$ cat src/rtl/baccarat_pkg.sv
// ---------------------------------------------------------------------------
// baccarat_pkg : shared states, rank constants and card-value helper.
// Macro: BACCARAT_BETTING_EN adds the BET and SETTLE states.  Rev 1.0
// ---------------------------------------------------------------------------
`default_nettype none

package baccarat_pkg;

  typedef enum logic [3:0] {
    ST_IDLE   = 4'd0,
`ifdef BACCARAT_BETTING_EN
    ST_BET    = 4'd1,
    ST_SETTLE = 4'd10,
`endif
    ST_P1     = 4'd2,
    ST_D1     = 4'd3,
    ST_P2     = 4'd4,
    ST_D2     = 4'd5,
    ST_EVAL_P = 4'd6,
    ST_P3     = 4'd7,
    ST_EVAL_D = 4'd8,
    ST_D3     = 4'd9,
    ST_DONE   = 4'd11
  } state_t;

  localparam logic [3:0] RANK_EMPTY       = 4'd0;
  localparam logic [3:0] RANK_TEN         = 4'd10;
  localparam logic [3:0] NATURAL_MIN      = 4'd8;
  localparam logic [3:0] PLAYER_STAND_MIN = 4'd6;

  // Ten, face cards and the unused codes 14-15 all count as zero.
  function automatic logic [3:0] card_value(input logic [3:0] rank);
    if (rank == RANK_EMPTY || rank >= RANK_TEN)
      return 4'd0;
    else
      return rank;
  endfunction

endpackage

`default_nettype wire

$ cat src/rtl/banker_draw.sv
// ---------------------------------------------------------------------------
// banker_draw : banker third-card rule from banker score and player card 3.
// Rev 1.0
// ---------------------------------------------------------------------------
`default_nettype none

module banker_draw
  import baccarat_pkg::*;
(
  input  logic [3:0] dscore,
  input  logic [3:0] pcard3,
  output logic       draw
);

  logic [3:0] v;

  always_comb begin
    v    = card_value(pcard3);
    draw = 1'b0;
    case (dscore)
      4'd0, 4'd1, 4'd2: draw = 1'b1;
      4'd3:             draw = (v != 4'd8);
      4'd4:             draw = (v >= 4'd2) && (v <= 4'd7);
      4'd5:             draw = (v >= 4'd4) && (v <= 4'd7);
      4'd6:             draw = (v >= 4'd6) && (v <= 4'd7);
      default:          draw = 1'b0;
    endcase
  end

endmodule

`default_nettype wire

$ cat src/rtl/baccarat_round_fsm.sv
// ---------------------------------------------------------------------------
// baccarat_round_fsm : Moore round controller for the baccarat datapath.
// Macro: BACCARAT_BETTING_EN enables bet capture and settlement.  Rev 1.0
// ---------------------------------------------------------------------------
`default_nettype none

module baccarat_round_fsm
  import baccarat_pkg::*;
(
  input  logic       clock,
  input  logic       resetb,
  input  logic [3:0] pscore,
  input  logic [3:0] dscore,
  input  logic [3:0] pcard3,
  output logic       load_pcard1,
  output logic       load_pcard2,
  output logic       load_pcard3,
  output logic       load_dcard1,
  output logic       load_dcard2,
  output logic       load_dcard3,
  output logic       betenabled,
  output logic       updatebalanceenable,
  output logic       player_win_light,
  output logic       dealer_win_light
);

`ifdef BACCARAT_BETTING_EN
  localparam state_t FIRST_STATE = ST_BET;
  localparam state_t CLOSE_STATE = ST_SETTLE;
`else
  localparam state_t FIRST_STATE = ST_P1;
  localparam state_t CLOSE_STATE = ST_DONE;
`endif

  state_t state;
  state_t next_state;
  logic   banker_draws;
  logic   natural;

  banker_draw u_banker_draw (
    .dscore (dscore),
    .pcard3 (pcard3),
    .draw   (banker_draws)
  );

  assign natural = (pscore >= NATURAL_MIN) || (dscore >= NATURAL_MIN);

  always_comb begin
    next_state = state;
    case (state)
      ST_IDLE:   next_state = FIRST_STATE;
`ifdef BACCARAT_BETTING_EN
      ST_BET:    next_state = ST_P1;
      ST_SETTLE: next_state = ST_DONE;
`endif
      ST_P1:     next_state = ST_D1;
      ST_D1:     next_state = ST_P2;
      ST_P2:     next_state = ST_D2;
      ST_D2:     next_state = ST_EVAL_P;
      ST_EVAL_P: begin
        if (natural)
          next_state = CLOSE_STATE;
        else if (pscore < PLAYER_STAND_MIN)
          next_state = ST_P3;
        else if (dscore < PLAYER_STAND_MIN)
          next_state = ST_D3;
        else
          next_state = CLOSE_STATE;
      end
      ST_P3:     next_state = ST_EVAL_D;
      ST_EVAL_D: next_state = banker_draws ? ST_D3 : CLOSE_STATE;
      ST_D3:     next_state = CLOSE_STATE;
      ST_DONE:   next_state = ST_DONE;
      default:   next_state = ST_IDLE;
    endcase
  end

  // Outputs are decoded from the incoming state so they line up with it.
  always_ff @(posedge clock or negedge resetb) begin
    if (!resetb) begin
      state               <= ST_IDLE;
      load_pcard1         <= 1'b0;
      load_pcard2         <= 1'b0;
      load_pcard3         <= 1'b0;
      load_dcard1         <= 1'b0;
      load_dcard2         <= 1'b0;
      load_dcard3         <= 1'b0;
      player_win_light    <= 1'b0;
      dealer_win_light    <= 1'b0;
`ifdef BACCARAT_BETTING_EN
      betenabled          <= 1'b0;
      updatebalanceenable <= 1'b0;
`endif
    end else begin
      state               <= next_state;
      load_pcard1         <= (next_state == ST_P1);
      load_pcard2         <= (next_state == ST_P2);
      load_pcard3         <= (next_state == ST_P3);
      load_dcard1         <= (next_state == ST_D1);
      load_dcard2         <= (next_state == ST_D2);
      load_dcard3         <= (next_state == ST_D3);
      player_win_light    <= (next_state == ST_DONE) && (pscore >= dscore);
      dealer_win_light    <= (next_state == ST_DONE) && (pscore <= dscore);
`ifdef BACCARAT_BETTING_EN
      betenabled          <= (next_state == ST_BET);
      updatebalanceenable <= (next_state == ST_SETTLE);
`endif
    end
  end

`ifndef BACCARAT_BETTING_EN
  assign betenabled          = 1'b0;
  assign updatebalanceenable = 1'b0;
`endif

endmodule

`default_nettype wire
$ cat config.mk
export PLATFORM = sky130hd
export DESIGN_NAME = baccarat_round_fsm
export DESIGN_NICKNAME = d
export VERILOG_FILES = /design/src/rtl/baccarat_pkg.sv /design/src/rtl/banker_draw.sv /design/src/rtl/baccarat_round_fsm.sv
export SDC_FILE = /design/constraint.sdc
export NUM_CORES = 1
export LEC_CHECK = 0
export BUFFER_PORTS_ARGS = -buffer_cell sky130_fd_sc_hd__buf_2
export CORE_UTILIZATION = 40
export DETAILED_ROUTE_END_ITERATION = 8
export PLACE_DENSITY = 0.73
export SLEW_MARGIN = 20
export SYNTH_ARGS = -nofsm -noshare
export SYNTH_HDL_FRONTEND = slang
export SYNTH_SLANG_ARGS = --single-unit
$ cat constraint.sdc
create_clock -name clock -period 3.4 [get_ports clock]
set_input_delay 0.34 -clock clock [delete_from_list [all_inputs] [get_ports clock]]
set_output_delay 0.34 -clock clock [all_outputs]
set_load 0.03 [all_outputs]
# Yosys cells after proc, flatten, opt, wreduce, memory -nomap -nowiden
# Cells that the tools add are included.
[totals]
register_bits = 12
output_inout_bits = 10
input_bits = 14
[op_classes]
eq_ne = 23
order_cmp = 11
n_reduce_logical = 12
muxes = 7
[ops]
columns = ["operator", "count"]
rows = [
  ["equality test 4 x 3 -> 1 bit (second input constant)", 10],
  ["case mux 4 bit (9 select lines)", 1],
  ["equality test 4 x 2 -> 1 bit (second input constant)", 6],
  ["equality test 4 bit (second input constant)", 5],
  ["greater-or-equal comparator 4 bit (second input constant)", 3],
  ["logical NOT 4 bit", 3],
  ["two-way mux 4 bit", 3],
  ["greater-or-equal comparator 4 x 3 -> 1 bit (second input constant)", 2],
  ["less-than comparator 4 x 3 -> 1 bit (second input constant)", 2],
  ["logical AND 1 bit", 5],
  ["case mux 1 bit (5 select lines)", 1],
  ["equality test 4 x 1 -> 1 bit (second input constant)", 1],
  ["greater-or-equal comparator 4 x 2 -> 1 bit (second input constant)", 1],
  ["greater-or-equal comparator 4 bit", 1],
  ["<= comparator 4 x 3 -> 1 bit (second input constant)", 1],
  ["<= comparator 4 bit", 1],
  ["two-way mux 2 bit", 2],
  ["!= test 4 bit (second input constant)", 1],
  ["OR reduction 3 bit", 1],
  ["logical OR 1 bit", 2],
  ["OR reduction 2 bit", 1],
]

# Depth between registers and ports, before layout
# Gate-level depths: netlist of run 1.
[depth]
depth_word = 10
ltp_mapped = 6

# By module
# A second synthesis of run 1 with hierarchy kept.
[unflattened]
cells_unflattened = 78
area_unflattened_um2 = 738.2
[by_module_without_submodules]
columns = ["module", "seq_area_each_um2", "n_inst", "cells_per_inst", "area_each_um2"]
rows = [
  ["baccarat_round_fsm", 300.3, 1, 71, 685.7],
  ["banker_draw", 0.0, 1, 7, 52.6],
]

# Worst setup path before layout of run 1
# No wires, ideal clock.
[synth_timing]
path_type = "in2reg"
from = "in dscore[1]"
to = "reg dealer_win_light"
setup_time_ns = 0.147
arrival_time_ns = 1.240
stages = 4
setup_slack_ns = 2.013
required_time_ns = 3.253
n_path_buf = 0
cell_sequence = "nor4b_1 > a2111oi_1 > o311ai_1 > a221oi_1"
[synth_between]
elab_chain_cells = 7
[synth_rtl]
columns = ["item", "line_no", "text"]
rows = [
  ["start, declared", "baccarat_round_fsm.sv:13", "input logic [3:0] dscore,"],
  ["less-than comparator 4 x 3 -> 1 bit, or another cell as far along", "baccarat_round_fsm.sv:65", "else if (dscore < PLAYER_STAND_MIN)"],
  ["two-way mux 2 bit / OR reduction 3 bit (equally long branches)", "baccarat_round_fsm.sv:65, banker_draw.sv:20", ""],
  ["two-way mux 4 bit / case mux 1 bit (5 select lines) (equally long branches)", "baccarat_round_fsm.sv:63, banker_draw.sv:20", ""],
  ["two-way mux 4 bit / two-way mux 2 bit (equally long branches)", "baccarat_round_fsm.sv:61, baccarat_round_fsm.sv:71", ""],
  ["case mux 4 bit (9 select lines)", "baccarat_round_fsm.sv:50", "case (state)"],
  ["equality test 4 bit", "baccarat_round_fsm.sv:103", "dealer_win_light <= (next_state == ST_DONE) && (pscore <= dscore);"],
  ["logical AND 1 bit *", "baccarat_round_fsm.sv:103", ""],
  ["end signal, assigned", "baccarat_round_fsm.sv:103", ""],
  ["end, declared", "baccarat_round_fsm.sv:24", "output logic dealer_win_light"],
]
# Mark *: on every way between the ends. The rest lies on a longest branch, timed or not.

# Worst setup path in the final report of run 1
[layout_timing]
from = "reg state[0]"
to = "reg load_dcard3"
[layout_between]
elab_chain_cells = 4
[layout_rtl]
columns = ["item", "line_no", "text"]
rows = [
  ["start, declared", "baccarat_round_fsm.sv:35", "state_t state;"],
  ["start signal, assigned", "baccarat_round_fsm.sv:95", "state <= next_state;"],
  ["equality test 4 bit", "baccarat_round_fsm.sv:50", ""],
  ["OR reduction 2 bit (no source line)", "-", ""],
  ["case mux 4 bit (9 select lines) *", "baccarat_round_fsm.sv:50", ""],
  ["equality test 4 bit *", "baccarat_round_fsm.sv:101", "load_dcard3 <= (next_state == ST_D3);"],
  ["end signal, assigned", "baccarat_round_fsm.sv:101", ""],
  ["end, declared", "baccarat_round_fsm.sv:20", "output logic load_dcard3,"],
]
# Marks and branches as above.

==> results of run 1 <==
-- power by group through the flow --
stage          registers [uW]  clock network (uW)  logic [uW]
2_1_floorplan             156                   0        21.0
3_3_place_gp              149                   0        44.8
3_5_place_dp              149                   0        45.4
4_1_cts                   146                 110        46.7
5_1_grt                   147                 117        51.8
6_report                  146                 106        46.0
-- metal layers --
layer	vias to the layer above	routed length, um	global-route usage, %
met5	-	0	0
met4	0	12	9.09
met3	2	67	1.28
met2	26	496	22.7
met1	257	567	19.4
li1	304	-	-
-- final cells by class --
| cell class | count | share of cell area (%) |
|---|---|---|
| multi-input cells | 51 | 40.2 |
| repair buffers | 22 | 13.9 |
| well taps | 16 | 2.42 |
| clock buffers | 4 | 4.39 |
| inverters | 6 | 2.72 |
| flip-flops and latches | 12 | 36.3 |
-- cells by family after synthesis --
group,share of synthesized area [%]
fa+ha+maj,7.37
buf+inv,7.37
other cells,0.552
simple gates,21.9
flops,44.2
compound gates,18.6
-- cells in the mapped netlist, drive strengths merged, types with 2 or more instances --
library cell,n,area (um2)
nor3,4,20.0
nand2b,3,18.8
clkbuf,2,7.51
a21oi,3,15.0
nand2,4,15.0
inv,6,22.5
a221oi,2,17.5
dfrtp,12,300
nor2,7,26.3
nor4b,2,17.5
buf,3,20.0
nand4,2,12.5
o21ai,4,20.0
ha,4,50.1
-- how the worst min path moves through the flow --
stage | start | cells past startpoint | slack [ps] | endpoint
5_1_grt | dscore[3] | 3 | 430 | load_pcard3$_DFF_PN0_
6_report | pscore[3] | 3 | 420 | load_pcard3$_DFF_PN0_
2_1_floorplan | resetb | 0 | 40 | dealer_win_light$_DFF_PN0_
4_1_cts | pscore[3] | 3 | 420 | load_pcard3$_DFF_PN0_
3_5_place_dp | resetb | 1 | 220 | load_pcard2$_DFF_PN0_
3_3_place_gp | resetb | 1 | 220 | load_pcard2$_DFF_PN0_
-- placed cells by master (no fill, tap or decap), types with 2 or more instances in the layout --
cell type	synthesis	layout
nor2_1	7	7
nor4b_1	2	2
conb_1	1	2
inv_1	6	6
buf_2	1	21
nand4_1	2	2
nor3_1	4	4
a221oi_1	2	2
clkbuf_4	0	3
dfrtp_1	12	12
ha_1	4	4
a21oi_1	3	3
o21ai_0	4	4
nand2_1	4	4
nand2b_1	3	3
-- state kept, by name (all words and copies together) (netlist names) --
| signal | cells |
|---|---|
| state | 4 |
| dealer_win_light | 1 |
| load_dcard1 | 1 |
| load_dcard2 | 1 |
| load_dcard3 | 1 |
| load_pcard1 | 1 |
| load_pcard2 | 1 |
| load_pcard3 | 1 |
| player_win_light | 1 |
-- metrics by stage --
step | cells | hold slack, ps | utilization (%) | power, uW | area (um2)
finish | 111 | 425 | 53.7 | 298 | 827
global route | 111 | 432 | 53.7 | 316 | 827
CTS | 111 | 416 | 53.7 | 303 | 827
detailed placement | 106 | 223 | 50.6 | 194 | 781
global placement | 106 | 220 | 50.6 | 194 | 781
floorplan | 74 | 44.4 | - | 177 | 683
-- critical path, stage by stage, from the launching register on --
cell and delay [ps]:
dfrtp_1 470, nand2b_1 220, nand2_1 120, a21boi_0 320
and3b_1 220
==> impl_metrics.env, run 1 <==
export IMPL_p_clk_share_pct=35.4
export IMPL_r2r_end="load_dcard3$_DFF_PN0_"
export IMPL_yosysWarnings=0
export IMPL_start_util_pct=44.1
export IMPL_n_antenna_cell=0
export IMPL_timing_final_ws_setup_ps=1950
export IMPL_critPathCaptureType="register"
export IMPL_powerDensity_nw_per_um2=360
export IMPL_fin_crit_ps=1450
export IMPL_drc=0
export IMPL_r2r_cells=4
export IMPL_synth_avg_cell_area_um2=9.31
export IMPL_setup_viol=0
export IMPL_fmax_mhz=688
export IMPL_synth_cells=73
export IMPL_vdd_drop_max_v=0.000120
export IMPL_num_rows=14
export IMPL_die_area_um2=1870
export IMPL_area_delta_synth_final_pct=21.7
export IMPL_cts_resized=0
export IMPL_drtIter0Drc=9
export IMPL_grt_pass1_wl_um=2070
export IMPL_clk_path_buf_depth=2
export IMPL_synthArstFlopShare_pct=100
export IMPL_antenna_found_initial=0
export IMPL_ios=24
export IMPL_pre_cts_ws_ps=1750
export IMPL_wirelength_um=1140
export IMPL_combinationalPowerShare_pct=15.4
export IMPL_cp_max_fo=9
export IMPL_power_frac_seq_pct=49.1
export IMPL_cap_violations=0
export IMPL_worstSetupStartpointType="register"
export IMPL_sw_frac_of_total_pct=23.2
export IMPL_multiInputGateArea_um2=333
export IMPL_rsz0062_at_grt="false"
export IMPL_cts_tree="done"
export IMPL_reg2reg_from="state[0]$_DFF_PN0_"
export IMPL_cellLeakagePower_uw=0.000410
export IMPL_hpwl_um=904
export IMPL_criticalPathCategory="register to register"
export IMPL_nets=114
export IMPL_grt_ovfl_total=0
export IMPL_cts_setup_buffers=0
export IMPL_fin_skew_ps=1.33
export IMPL_p_switching_uw=69.1
export IMPL_synth_seq_cells=12
export IMPL_synth_cell_types=30
export IMPL_drv_slew=0
export IMPL_endpoint="load_dcard3$_DFF_PN0_"
export IMPL_fp_dieH_um=43.2
export IMPL_clkTransAtPathRegs_ps=70
export IMPL_hold_viol_final=0
export IMPL_h_tree_depth=1
export IMPL_cts_sinks=12
export IMPL_grt_pass1_vias=530
export IMPL_vias=589
export IMPL_drtPass1Iterations=4
export IMPL_worstSkewPairLatency_ps=260
export IMPL_syn_area_um2=679
export IMPL_finalCritPeriodShare_pct=42.7
export IMPL_synth_edf_count=0
export IMPL_core_um2=1540
export IMPL_ant_nets=0
export IMPL_grt_max_degree=13
export IMPL_ys_seq_area_share_pct=44.2
export IMPL_status="completed"
export IMPL_setup_tns_final_ps=0
export IMPL_die_w_um=43.2
export IMPL_p_int_uw=229
export IMPL_clockRootBuffer="clkbuf_4"
export IMPL_hold_class="input port to register"
export IMPL_vias_per_cell=5.31
export IMPL_ys_flop_type="dfrtp_1"
export IMPL_seq_area_um2=300
export IMPL_cts_buffers=3
export IMPL_arrival_ps=1600
export IMPL_port_buffers=21
export IMPL_place_gp_congestion=0.743
export IMPL_critPathLaunch="state[0]$_DFF_PN0_"
export IMPL_required_ps=3550
export IMPL_hold_buffers=1
export IMPL_worst_r2r_setup_slack_ps=1950
export IMPL_filler_cell_count=145
export IMPL_drive_gt1_share_pct=27.4
export IMPL_grtUsageTotal_pct=14.6
export IMPL_wl_per_cell_um=10.3
Power figures use the tool's default switching activity.
==> run 2, diff against run 1 <==
ABC_AREA = 1   (was unset)
clock period = 1.5 ns   (was 3.4 ns; I/O delays follow)
==> run 2 against run 1 <==
  * Hold slack worse by 220 ps
  * Register-to-register slack worse by 1700 ps
  * Flip-flop and latch count stayed put
  * Routed wire length is 7.8% higher
  * Critical endpoint is now dealer_win_light$_DFF_PN0_
==> impl_metrics.env, run 2 <==
export IMPL_port_buffers=21
export IMPL_clkTransAtPathRegs_ps=70
export IMPL_antenna_found_initial=0
export IMPL_worstSetupStartpointType="register"
export IMPL_rsz0062_at_grt="false"
export IMPL_drc=0
export IMPL_final_common_cell="nand2_1"
export IMPL_n_antenna_cell=0
export IMPL_layout_common_cells="nand2_1 (26), buf_2 (21), nor2_1 (16)"
export IMPL_crit_slowest_cell="dfrtp_1"
export IMPL_grt_pass1_vias=596
export IMPL_ant_nets=0
export IMPL_criticalPathCategory="register to register"
export IMPL_hold_class="input port to register"
export IMPL_cts_tree="done"
export IMPL_setup_tns_final_ps=0
export IMPL_arrival_ps=1430
export IMPL_synth_common_cells="nand2_1 (26), nor2_1 (16), inv_1 (14)"
export IMPL_grt_ovfl_total=0
export IMPL_fin_cells=134
export IMPL_synth_avg_cell_area_um2=7.32
export IMPL_yosysWarnings=0
export IMPL_required_ps=1710
export IMPL_drive_gt1_share_pct=25.4
export IMPL_cp_max_fo=4
export IMPL_dp_cells=129
export IMPL_drtPass1Iterations=2
export IMPL_cts_buffers=3
export IMPL_clockRootBuffer="clkbuf_4"
export IMPL_cts_sinks=12
export IMPL_fin_skew_ps=0.506
export IMPL_cap_violations=0
export IMPL_num_rows=14
export IMPL_grtUsageTotal_pct=16.9
export IMPL_ys_seq_area_share_pct=44.1
export IMPL_cellLeakagePower_uw=0.000517
export IMPL_fin_crit_ps=1220
export IMPL_status="completed"
export IMPL_place_gp_congestion=0.764
export IMPL_grt_max_degree=13
export IMPL_filler_cell_count=150
export IMPL_synthDominantCellAreaShare_pct=44.1
export IMPL_hpwl_um=1020
export IMPL_powerDensity_nw_per_um2=1590
export IMPL_synth_cell_types=16
export IMPL_die_area_um2=1870
export IMPL_crit_top_cell="nand2_1"
export IMPL_largest_reg_flops=4
export IMPL_crit_path_max_incr_delay_ps=430
export IMPL_clk_path_buf_depth=2
export IMPL_wl_per_cell_um=9.19
export IMPL_finalCritPeriodShare_pct=81.5
export IMPL_regMostFlops="state"
export IMPL_critPathCaptureType="register"
export IMPL_h_tree_depth=1
export IMPL_core_um2=1540
export IMPL_fp_dieH_um=43.3
export IMPL_syn_area_um2=681
export IMPL_vdd_drop_max_v=0.000507
export IMPL_nets=137
export IMPL_hold_slack_ps=203
export IMPL_synth_cells=93
export IMPL_hold_viol_final=0
export IMPL_synth_largest_area_cell="dfrtp_1"
export IMPL_synth_edf_count=0
export IMPL_vias_per_cell=4.74
export IMPL_wirelength_um=1230
export IMPL_synth_seq_cells=12
export IMPL_setup_viol=0
export IMPL_fmax_mhz=818
export IMPL_grt_pass1_wl_um=2300
export IMPL_start_util_pct=44.2
export IMPL_power_uw=1340
export IMPL_synth_most_common_cell="nand2_1"
export IMPL_drtIter0Drc=6
export IMPL_crit_chain="inv_2 > nand2_2 > nor2_2 > nand2_1 > nand2_1 > inv_1 > nand2_2 > nand2_1 > nor2_1"
export IMPL_ys_flop_type="dfrtp_1"
export IMPL_cts_setup_buffers=0
export IMPL_drv_slew=0
export IMPL_ios=24
export IMPL_area_delta_synth_final_pct=23.5
export IMPL_vias=635
export IMPL_synthArstFlopShare_pct=100
export IMPL_worstSkewPairLatency_ps=280
export IMPL_synthTopCellsByArea="dfrtp_1 (44%), nand2_1 (14%), nor2_1 (8.8%), inv_1 (7.7%), ha_1 (7.4%)"
export IMPL_die_w_um=43.3
run 2: changes by cell type after synthesis, sizes merged, moves of 3 or more:
cell	before	now
nand3	0	5
o21ai	4	1
nand2b	3	0
nor2	7	17
nand2	4	28
nor3	4	0
inv	6	16
run 2: power breakdown:
group | internal, uW | switching [uW] | total, uW
Clock | 148 | 110 | 258
Combinational | 182 | 403 | 585
Sequential | 427 | 64.9 | 492
run 2: layout make-up:
class                           count  area [um2]  share of cell area [%]
Inverter                           16        60.1                    7.14
Multi-Input combinational cell     64         309                    36.8
Sequential cell                    12         300                    35.7
Tap cell                           16        20.0                    2.38
Timing Repair Buffer               22         115                    13.7
Clock buffer                        4        36.3                    4.32
run 2: what timing repair did:
action | in CTS | in global routing
hold buffers | 1 | 0
hold endpoints to repair | 12 | 0
resized for setup | 0 | 0
run 2: worst max-delay path: cells and delay by family (launching register included):
| kind | cells | cell delay [ps] |
|---|---|---|
| and+or+nand+nor | 7 | 580 |
| buffers and inverters | 2 | 150 |
| DFF | 1 | 430 |
run 2: worst paths after layout:
kind | startpoint | depth (start not counted) | slack (ps) | end
setup / recovery | state[0]$_DFF_PN0_ | 9 | 280 | dealer_win_light$_DFF_PN0_
hold / removal | pcard3[3] | 5 | 200 | state[1]$_DFF_PN0_
setup reg to reg | state[0]$_DFF_PN0_ | 9 | 280 | dealer_win_light$_DFF_PN0_
hold reg to reg | state[1]$_DFF_PN0_ | 2 | 590 | load_pcard2$_DFF_PN0_
max in group asynchronous | resetb | 2 | 1030 | load_dcard3$_DFF_PN0_
min in group asynchronous | resetb | 2 | 270 | load_pcard3$_DFF_PN0_
run 2: metal layers:
layer  wire (um)  GRT usage, %  vias up
li1            -             -      333
met3          63          3.83        3
met1         507          18.7      277
met2         630          28.4       22
met5           0             0        -
met4          30          10.9        0
run 2: cell families (layout without fill, tap and decap cells):
family,after synthesis,count (layout),share of synthesized area [%]
other,1,2,0.551
adders and majority gates,4,4,7.35
buffers and inverters,18,42,11.0
AOI/OAI and AO/OA,7,7,6.43
DFF,12,12,44.1
and+or+nand+nor,51,51,30.5
run 2: through the flow:
stage	setup WS, ps	area, um2	utilization, %
4_1_cts	294	841	54.5
5_1_grt	163	841	54.5
3_3_place_gp	339	795	51.5
3_5_place_dp	296	795	51.5
2_1_floorplan	460	684	-
6_report	277	841	54.5
==> run 3, diff against run 2 <==
PLACE_DENSITY = 0.76   (was 0.73)
clock period = 1.03 ns   (was 1.5 ns; I/O delays follow)
==> run 3 against run 2 <==
  * The run now ends with setup timing left
  * Critical endpoint is now player_win_light$_DFF_PN0_
  * Die area stayed put
  * Global-route usage rose by 0.89 points
  * Core utilization up 10 points
  * Clock skew grew 3.3 ps
  * Routed wire length is 30% higher
==> impl_metrics.env, run 3 (same netlist as run 2, synthesis figures left out) <==
export IMPL_vias_per_cell=4.87
export IMPL_hold_depth=5
export IMPL_cp_max_fo=4
export IMPL_port_buffers=21
export IMPL_ant_nets=0
export IMPL_h_tree_depth=1
export IMPL_pre_cts_ws_ps=-99.4
export IMPL_worst_r2r_setup_slack_ps=-170
export IMPL_r2r_end="player_win_light$_DFF_PN0_"
export IMPL_antenna_found_initial=0
export IMPL_critPathLaunch="state[3]$_DFF_PN0_"
export IMPL_regMostFlops="state"
export IMPL_grt_pass1_vias=670
export IMPL_cts_buffers=3
export IMPL_fmax_mhz=831
export IMPL_required_ps=1230
export IMPL_setup_tns_final_ps=-443
export IMPL_fp_dieH_um=43.3
export IMPL_cap_violations=0
export IMPL_nets=155
export IMPL_final_common_cell="nand2_1"
export IMPL_drv_slew=0
export IMPL_hold_viol_final=0
export IMPL_largest_reg_flops=4
export IMPL_crit_chain="inv_2 > nand2_4 > nor2_2 > o21ai_1 > nand2_1 > nand2_1 > inv_1 > nand2_2 > nor2_1"
export IMPL_hold_class="input port to register"
export IMPL_worstSkewPairLatency_ps=270
export IMPL_arrival_ps=1410
export IMPL_core_um2=1540
export IMPL_powerDensity_nw_per_um2=2400
export IMPL_wl_per_cell_um=10.6
export IMPL_die_area_um2=1870
export IMPL_min_delay_start="pcard3[3]"
export IMPL_worstSetupStartpointType="register"
export IMPL_fin_skew_ps=3.83
export IMPL_clk_path_buf_depth=2
export IMPL_clockRootBuffer="clkbuf_4"
export IMPL_area_delta_synth_final_pct=47.1
export IMPL_die_w_um=43.3
export IMPL_finalCritPeriodShare_pct=117
export IMPL_filler_cell_count=134
export IMPL_grt_pass1_wl_um=2490
export IMPL_cellLeakagePower_uw=0.000599
export IMPL_drc=0
export IMPL_hpwl_um=1170
export IMPL_fin_crit_ps=1200
export IMPL_timing_final_ws_setup_ps=-173
export IMPL_vdd_drop_max_v=0.000822
export IMPL_ios=24
export IMPL_multiInputGateArea_um2=345
export IMPL_status="complete, but fails checks"
export IMPL_crit_path_max_incr_delay_ps=410
export IMPL_reg2reg_from="state[3]$_DFF_PN0_"
export IMPL_drive_gt1_share_pct=41.5
export IMPL_crit_slowest_cell="dfrtp_1"
export IMPL_layout_common_cells="nand2_1 (24), buf_2 (21), buf_4 (18)"
export IMPL_grt_max_degree=13
export IMPL_drtPass1Iterations=4
export IMPL_drtIter0Drc=6
export IMPL_setup_viol=4
export IMPL_grt_ovfl_total=0
export IMPL_place_gp_congestion=0.803
export IMPL_critPathCaptureType="register"
export IMPL_violations="setup timing"
export IMPL_wirelength_um=1600
export IMPL_n_antenna_cell=0
export IMPL_seq_area_um2=303
export IMPL_cts_sinks=12
export IMPL_crit_top_cell="nand2_1"
export IMPL_cts_tree="done"
export IMPL_grtUsageTotal_pct=17.8
export IMPL_min_to="state[1]$_DFF_PN0_"
export IMPL_start_util_pct=44.2
export IMPL_clkTransAtPathRegs_ps=70
export IMPL_rsz0062_at_grt="true"
export IMPL_criticalPathCategory="register to register"
export IMPL_num_rows=14
export IMPL_vias=735
export IMPL_r2r_cells=9
run 3: metal layers:
layer  part of all wire [%]  GRT usage, %  wire length [um]
met3                    4.7          1.70                76
met4                    5.0          12.7                81
met1                     37          18.2               586
met2                     54          32.5               859
met5                      0             0                 0
run 3: critical path: cells and delay by family (launching register included):
family	cells	cell delay, ps
DFF	1	410
buffers and inverters	2	170
AOI/OAI and AO/OA	1	70
and+or+nand+nor	6	480
run 3: worst max-delay path by stage:
stage	slack, ps	endpoint
floorplan	-3	dealer_win_light$_DFF_PN0_
global placement	-90	player_win_light$_DFF_PN0_
detailed placement	-100	player_win_light$_DFF_PN0_
CTS	-110	player_win_light$_DFF_PN0_
global route	-260	player_win_light$_DFF_PN0_
finish	-170	player_win_light$_DFF_PN0_
run 3: power breakdown:
group | internal, uW | total (uW) | switching, uW
logic | 594 | 1380 | 781
registers | 630 | 746 | 116
clock network | 135 | 281 | 146
run 3: cell type report:
type | instances | area share, %
Sequential cell | 12 | 30.2
Inverter | 16 | 6.00
Timing Repair Buffer | 40 | 25.0
Clock buffer | 3 | 2.25
Multi-Input combinational cell | 64 | 34.5
Tap cell | 16 | 2.00
run 3: per-stage QoR:
step                hold slack, ps  instance area, um2  util (%)  cells  power [uW]
finish                         210                1000      64.9    151        2400
global route                   265                1000      64.9    151        2550
CTS                            190                 950      61.6    149        2190
detailed placement           -9.31                 880      57.1    140        1770
global placement             -14.1                 880      57.1    140        1740
floorplan                     -193                 687         -     94        1370
run 3: timing repair:
action	CTS	global route
hold buffers	1	0
setup buffers	5	2
endpoints found under the hold margin	12	0
gates resized for setup	1	11
endpoints found under the setup margin	3	7
pin swaps	1	3
